## src/rtl/if_pkg.sv

```systemverilog
// if_pkg: shared types and constants for the instruction-fetch stage
package if_pkg;
  typedef enum logic [1:0] {IDLE, REQ, DROP} fetch_state_t;
  localparam logic [31:0] PC_STEP = 32'd4;
  typedef struct packed {
    logic [31:0] pc_plus4;
    logic [31:0] instr;
  } fetch_entry_t;
endpackage

```

## src/rtl/if_stage_fetch_queue.sv

```systemverilog
// fetch_queue: circular FIFO of fetched words; flush empties it and wins over push
module fetch_queue
  import if_pkg::*;
#(
  parameter int DEPTH = 2
) (
  input  logic                     clk,
  input  logic                     rst,
  input  logic                     push,
  input  logic                     pop,
  input  logic                     flush,
  input  fetch_entry_t             din,
  output fetch_entry_t             head,
  output logic [$clog2(DEPTH):0]   count
);
  localparam int AW = $clog2(DEPTH);
  fetch_entry_t mem_q [DEPTH];
  fetch_entry_t mem_d [DEPTH];
  logic [AW-1:0] rd_q, rd_d, wr_q, wr_d;
  logic [AW:0] count_q, count_d;
  // pointer and occupancy update; power-of-2 depth lets pointers wrap naturally
  always_comb begin
    mem_d = mem_q;
    if (push && !flush) mem_d[wr_q] = din;
    rd_d = flush ? '0 : rd_q + AW'(pop);
    wr_d = flush ? '0 : wr_q + AW'(push);
    count_d = flush ? '0 : count_q + (AW+1)'(push) - (AW+1)'(pop);
    head = mem_q[rd_q];
    count = count_q;
  end
  // storage and pointer registers
  always_ff @(posedge clk or negedge rst)
    if (!rst) begin
      mem_q   <= '{default: '0};
      rd_q    <= '0;
      wr_q    <= '0;
      count_q <= '0;
    end else begin
      mem_q   <= mem_d;
      rd_q    <= rd_d;
      wr_q    <= wr_d;
      count_q <= count_d;
    end
endmodule

```

## src/rtl/if_stage.sv

```systemverilog
// if_stage: fetch PC, one-outstanding req/ack imem port, fetch queue and branch redirect
module if_stage
  import if_pkg::*;
#(
  parameter int          DEPTH    = 2,
  parameter logic [31:0] RESET_PC = 32'h0
) (
  input  logic        clk,
  input  logic        rst,
  input  logic        freeze,
  input  logic        branch_taken,
  input  logic [31:0] branch_addr,
  output logic        imem_req,
  output logic [31:0] imem_addr,
  input  logic        imem_ack,
  input  logic [31:0] imem_rdata,
  output logic        valid,
  output logic [31:0] pc_out,
  output logic [31:0] instruction
);
  localparam int AW = $clog2(DEPTH);
  localparam logic [AW:0] FULL = (AW+1)'(DEPTH);
  fetch_state_t state_q, state_d;
  logic [31:0] fetch_pc_q, fetch_pc_d, addr_q, addr_d;
  logic [AW:0] count, occ_pop, occ_push;
  logic push, pop;
  fetch_entry_t head, din;

  fetch_queue #(.DEPTH(DEPTH)) u_queue (
    .clk   (clk),
    .rst   (rst),
    .push  (push),
    .pop   (pop),
    .flush (branch_taken),
    .din   (din),
    .head  (head),
    .count (count)
  );

  // state, fetch PC and the address held for a request being dropped
  always_ff @(posedge clk or negedge rst)
    if (!rst) begin
      state_q    <= IDLE;
      fetch_pc_q <= RESET_PC;
      addr_q     <= '0;
    end else begin
      state_q    <= state_d;
      fetch_pc_q <= fetch_pc_d;
      addr_q     <= addr_d;
    end

  // next state: launch a request only when a queue slot is guaranteed free
  always_comb begin
    occ_pop = count - (AW+1)'(pop);
    occ_push = occ_pop + (AW+1)'(push);
    state_d = state_q == DROP ? (imem_ack ? REQ : DROP)
            : state_q == REQ  ? (branch_taken ? (imem_ack ? REQ : DROP)
                                              : (!imem_ack || occ_push < FULL) ? REQ : IDLE)
            : (!branch_taken && occ_pop < FULL) ? REQ : IDLE;
    fetch_pc_d = branch_taken ? branch_addr : push ? fetch_pc_q + PC_STEP : fetch_pc_q;
    addr_d = state_q == DROP ? addr_q : fetch_pc_q;
  end

  // memory port, queue control and downstream outputs (zeroed while empty)
  always_comb begin
    imem_req = state_q != IDLE;
    imem_addr = state_q == DROP ? addr_q : fetch_pc_q;
    valid = count != '0;
    push = state_q == REQ && imem_ack && !branch_taken;
    pop = valid && !freeze && !branch_taken;
    din = '{pc_plus4: fetch_pc_q + PC_STEP, instr: imem_rdata};
    pc_out = valid ? head.pc_plus4 : '0;
    instruction = valid ? head.instr : '0;
  end
endmodule

```

## config.mk

```make
export PLATFORM = sky130hd
export DESIGN_NAME = if_stage
export DESIGN_NICKNAME = d
export VERILOG_FILES = /design/src/rtl/if_pkg.sv /design/src/rtl/if_stage_fetch_queue.sv /design/src/rtl/if_stage.sv
export SDC_FILE = /design/constraint.sdc
export NUM_CORES = 1
export LEC_CHECK = 0
export CORE_ASPECT_RATIO = 1.2
export CORE_UTILIZATION = 58
export DETAILED_ROUTE_END_ITERATION = 7
export PLACE_DENSITY = 0.9
export SLEW_MARGIN = 20
export SYNTH_ARGS = -nofsm -noshare
export SYNTH_HDL_FRONTEND = slang
export SYNTH_HIERARCHICAL = 1
export SYNTH_SLANG_ARGS = --single-unit
```

## constraint.sdc

```tcl
create_clock -name clk -period 3.5 [get_ports clk]
set_input_delay 1.05 -clock clk [delete_from_list [all_inputs] [get_ports clk]]
set_output_delay 1.05 -clock clk [all_outputs]
set_load 0.1 [all_outputs]
```

==> results of run 1 <==
## path summary, 6_finish.rpt
| kind | from | cells after the start | end | slack [ns] |
|---|---|---|---|---|
| hold reg to reg | u_queue/mem_q[77] | 1 | u_queue/mem_q[77] | 0.50 |
| setup / recovery | state_q[0] | 4 | imem_addr[26] | 0.24 |
| hold / removal | u_queue/mem_q[77] | 1 | u_queue/mem_q[77] | 0.50 |
| setup reg to reg | u_queue/count[0] | 8 | state_q[0] | 0.72 |
| min in group asynchronous | rst | 1 | addr_q[23] | 0.65 |
| max in group asynchronous | rst | 2 | u_queue/mem_q[17] | 2.03 |
## power breakdown
part	total, mW	switching (mW)	internal, mW
Combinational	4.77	2.69	2.08
Clock	1.89	0.827	1.06
Sequential	3.38	0.420	2.96
## cells by family (layout without fill, tap and decap cells)
kind of cell	after synthesis	after routing	share of synthesized area (%)
multiplexers	223	223	27.2
AND/OR/NAND/NOR	209	209	11.6
adder cells (fa/ha/maj)	4	4	0.491
XOR/XNOR	42	42	3.75
AO/OA/AOI/OAI	56	56	3.46
buffers and inverters	69	222	4.84
flip-flops	198	198	48.6
## state kept, by name (all words and copies together), names as in the netlist
| signal | cells |
|---|---|
| fetch_pc_q | 32 |
| addr_q | 32 |
| u_queue/wr_q | 1 |
| u_queue/rd_q | 1 |
| state_q | 2 |
| u_queue/count | 2 |
| u_queue/mem_q | 128 |
## metal layers
metal / up-vias / track usage (%)
met5: - / 0
met4: 0 / 11.6
met3: 62 / 3.84
met2: 306 / 43.7
met1: 3427 / 35.4
li1: 3089 / -
## cells in the final DEF, fill, tap and decap left out, types with 5 or more instances in the layout
cell / netlist / layout
a31oi_1: 16 / 16
and2_1: 64 / 64
buf_12: 12 / 103
buf_4: 1 / 10
clkbuf_16: 0 / 17
clkbuf_8: 0 / 5
clkdlybuf4s50_1: 0 / 67
dfrtp_1: 198 / 197
inv_1: 8 / 8
mux2_2: 152 / 152
mux2_4: 70 / 70
nand2_1: 30 / 30
nand3_1: 16 / 16
nand4_1: 6 / 6
nor2_1: 32 / 32
nor3_1: 9 / 9
nor4_1: 5 / 5
o21ai_0: 19 / 19
o31ai_1: 14 / 14
or4_1: 18 / 18
xnor2_1: 24 / 24
xor2_1: 17 / 17
## final cells by class
class	instances	area (um^2)	share of cell area [%]
repair buffers	181	2820	21.1
inverters	9	33.8	0.252
clock inverters	7	67.6	0.504
clock buffers	25	495	3.70
flip-flops and latches	198	4960	37.0
well taps	216	270	2.02
multi-input cells	534	4750	35.5
## metrics by stage
| stage | worst slack (ns) | instances | hold WS, ns | total power [mW] | instance area [um^2] |
|---|---|---|---|---|---|
| 2_1_floorplan | -0.742 | 801 | 0.474 | 6.55 | 10200 |
| 3_3_place_gp | 0.392 | 1138 | 0.481 | 8.00 | 12800 |
| 3_5_place_dp | 0.291 | 1138 | 0.487 | 8.17 | 12800 |
| 4_1_cts | 0.237 | 1170 | 0.506 | 10.1 | 13400 |
| 5_1_grt | 0.143 | 1170 | 0.512 | 10.4 | 13400 |
| 6_report | 0.241 | 1170 | 0.503 | 10.0 | 13400 |
## critical path, cell delays in order, from the launching register on
cell     delay [ns]
dfrtp_1        0.49
nor2b_4        0.26
buf_4          0.39
mux2_2         0.43
buf_12         0.18
==> flow_summary.ini, run 1 <==
[outcome]
status = finished clean

[pwr]
p_per_area_mw_per_mm2 = 749
ir_drop_mv = 0.452
leakage_nw = 5.85

[floorplan]
rows = 52
ios = 167
core_area_mm2 = 0.0170
start_util_pct = 59.8
die_width_um = 123
die_y_um = 147
die-area_mm2 = 0.0181

[synthesis]
synth_fp_nets = 874
ys_ff_latch = 198
ys_seq_area_share_pct = 48.6
ys_async_sr_fraction_pct = 100
synthCells = 801
yosysWarnings = 6
synthTopCellsByCount = dfrtp_1 (198), mux2_2 (152), mux2_4 (70), and2_1 (64)
yosysMostFrequentCell = dfrtp_1
syn_area_mm2 = 0.0102
syn_area_per_cell_um2 = 12.7
synth_area_leaders = dfrtp_1 (49%), mux2_2 (17%), mux2_4 (10%)
synth_ff_type = dfrtp_1
synth.top_cell.area_share_pct = 48.6
synthDistinctLibCells = 47
yosysTopAreaCell = dfrtp_1
synth-edff-count = 0

[timing]
rsz0062_at_grt = no
slew-limit-headroom_pct = 27.9
finalSetupTns_ns = 0
worst_pin_slew_ns = 1.07
hold_viol_final = 0
maxSlewViolCount = 0
fmax_ghz = 0.307
post-route-period-util_pct = 93.1
period_minus_slack_ns = 3.26
skew_ns = 0.00932
finalSetupViolCount = 0

[placement]
dp_hpwl_um = 15400
io_buffers = 166
place_congestion = 0.883

[global_routing]
grt_overflow_total = 0
grt_start_max_net_pins = 85
grt_usage_pct = 26.8
first_global_vias = 7181
antenna_found_initial = 0
grt_pass1_wl_um = 37300

[cells_and_area]
nets = 1014
area_delta_synth_final_pct = 31.5
fillers = 923
final_util_pct = 78.6
antennaDiodeCount = 0
drive_gt1_share_pct = 39.0

[drt]
num_vias = 6884
wl_met2_um = 11600
drcViolationCount = 0
route.met3.wl_um = 1170
topRoutingLayerUsed = met4
avgRoutedWirePerCell_um = 19.6
routed_wl_um = 23000
drt_iter0_drc = 370
postRouteAntennaNets = 0
wl_met1_um = 9480
drt_first_pass_iters = 5
via_per_inst = 5.88

[worst_hold_path]
hold_class = reg -> reg

[clock_tree]
numCtsBuffers = 17
ctsLongestPathBuffers = 2
cts_root_buf = clkbuf_16
cts_tree = built
path_clk_slew_ns = 0.06
htreeDepth = 4
cts.repair.resized = 0
cts.sink_count = 198
post-cts-setup-buffers = 0
clk_latency_ns = 0.43
holdBufCountCts = 0

[worst_setup_path]
worstPathMaxFanout = 31
worst_setup_path_end_kind = output pin
critical_path_required_ns = 2.45
critPathArrivalTime_ns = 2.21
cp-start-kind = register
path_class = reg -> out

[job]
cap_violations = 0
(Power assumes the default switching activity.)
==> run 2, diff against run 1 <==
- SLEW_MARGIN: 20 -> unset
==> results of run 2 <==
Final layout, timing and power as in run 1 (identical DEF).
==> run 3, diff against run 2 <==
- CORE_UTILIZATION: 58 -> 34
- PLACE_DENSITY: 0.9 -> 0.59
==> flow_summary.ini, run 3 (synthesis gave the netlist of run 1 again) <==
[outcome]
status = finished clean

[placement]
io_buffers = 166
dpl.cell_count = 1318
dp_hpwl_um = 16000
pre_cts_ws_ns = 0.292
place_congestion = 0.749

[floorplan]
start_util_pct = 34.5
ios = 167
die_width_um = 160
rows = 69
die-area_mm2 = 0.0307
core_area_mm2 = 0.0295
die_y_um = 192

[worst_hold_path]
worstHoldStart = u_queue/mem_q[124]
hold_class = reg -> reg
min_to = u_queue/mem_q[124]
worstHoldPathCells = 1

[cells_and_area]
largest_reg_flops = 128
antennaDiodeCount = 0
top_register = u_queue/mem_q
stdcell_count = 1350
reg.largest.list = u_queue/mem_q: 128 flops, addr_q: 32 flops, fetch_pc_q: 32 flops
area_delta_synth_final_pct = 34.2
nets = 1020
drive_gt1_share_pct = 39.8
final_common_cell = dfrtp_1
mostFrequentLayoutCells = dfrtp_1 (197), mux2_2 (152), buf_12 (104)
final_util_pct = 46.3

[drt]
drt_first_pass_iters = 6
drt_iter0_drc = 349
avgRoutedWirePerCell_um = 17.0
via_per_inst = 4.80
num_vias = 6475
postRouteAntennaNets = 0
routed_wl_um = 22900
drcViolationCount = 0

[worst_setup_path]
path_class = reg -> out
worstPathMaxFanout = 34
crit_path_cell_trace = or2_2, buf_4, and2_1, buf_12
critical_path_required_ns = 2.45
worst_setup_path_end_kind = output pin
slowest_delay_ns = 0.51
r2r_start = u_queue/count[1]
crit_buf_inv = 2
reg2reg_depth = 7
crit_family = simple AND/OR/NAND/NOR gates
ff2ff_setup_slack_ns = 1.03
timing.rr.end = state_q[0]
cp-start-kind = register
critPathArrivalTime_ns = 2.14
cp.depth = 4
cpMaxStageDelayCell = or2_2

[clock_tree]
numCtsBuffers = 17
cts.repair.resized = 0
cts.sink_count = 198
ctsLongestPathBuffers = 2
clk_latency_ns = 0.45
htreeDepth = 4
post-cts-setup-buffers = 0
cts_tree = built
holdBufCountCts = 0
cts_root_buf = clkbuf_16
path_clk_slew_ns = 0.07

[job]
cap_violations = 0

[global_routing]
grt_pass1_wl_um = 37100
first_global_vias = 6629
grt_usage_pct = 15.5
antenna_found_initial = 0
grt_start_max_net_pins = 75
grt_overflow_total = 0

[timing]
worst_slack_ns = 0.309
finalSetupViolCount = 0
maxSlewViolCount = 0
skew_ns = 0.0106
slew-limit-headroom_pct = 39.2
post-route-period-util_pct = 91.2
worst_pin_slew_ns = 0.903
rsz0062_at_grt = no
hold-worst-slack_ns = 0.504
period_minus_slack_ns = 3.19
fmax_ghz = 0.313
hold_viol_final = 0

[pwr]
ir_drop_mv = 0.319
leakage_nw = 5.88
p_per_area_mw_per_mm2 = 730
run 3: cell types whose count changed in the layout (fill, tap and decap cells not counted):
cell / before / now
clkinv_4: 0 / 4
inv_6: 2 / 6
clkbuf_8: 5 / 3
inv_8: 0 / 1
buf_4: 10 / 15
clkinvlp_4: 0 / 1
clkbuf_1: 4 / 0
bufinv_16: 1 / 0
clkinv_2: 4 / 1
buf_12: 103 / 104
run 3: how the worst max path moves through the flow:
| stage | startpoint | end |
|---|---|---|
| 3_3_place_gp | imem_ack | u_queue/mem_q[31] |
| 3_5_place_dp | imem_ack | u_queue/mem_q[31] |
| 2_1_floorplan | state_q[0] | imem_addr[15] |
| 6_report | u_queue/count[1] | pc_out[22] |
| 4_1_cts | u_queue/count[1] | pc_out[22] |
| 5_1_grt | u_queue/count[1] | pc_out[22] |
run 3: worst reg2reg max path, delay by kind of cell, from the launching register on:
family	cells	cell delay, ns
AO/OA/AOI/OAI	3	0.63
XOR/XNOR	1	0.09
adder cells (fa/ha/maj)	1	0.25
flip-flops	1	0.39
AND/OR/NAND/NOR	2	0.98
run 3: per-layer routing:
| layer | GRT usage [%] | vias to the layer above | share of wire, % |
|---|---|---|---|
| li1 | - | 3096 | - |
| met5 | 0 | - | 0 |
| met3 | 2.79 | 26 | 3.2 |
| met4 | 5.60 | 0 | 2.0 |
| met2 | 24.4 | 136 | 47 |
| met1 | 21.2 | 3217 | 48 |
run 3: metrics by stage:
| stage | area (um^2) | power, mW | setup TNS (ns) |
|---|---|---|---|
| global placement | 13100 | 8.08 | 0 |
| global route | 13700 | 10.4 | 0 |
| floorplan | 10200 | 6.55 | -3.15 |
| finish | 13700 | 9.99 | 0 |
| detailed placement | 13100 | 8.15 | 0 |
| CTS | 13700 | 10.1 | 0 |
run 3: final cells by class:
| class | count | area (um^2) |
|---|---|---|
| clock buffers | 19 | 453 |
| clock inverters | 13 | 111 |
| fillers | 2653 | 15900 |
| inverters | 9 | 33.8 |
| multi-input cells | 534 | 4750 |
| flip-flops and latches | 198 | 4960 |
| well taps | 390 | 488 |
| repair buffers | 187 | 2880 |
run 3: power by group:
group          internal, mW  switching (mW)
Clock                 0.971           0.941
Sequential             2.96           0.377
Combinational          2.08            2.66
Total                  6.01            3.98
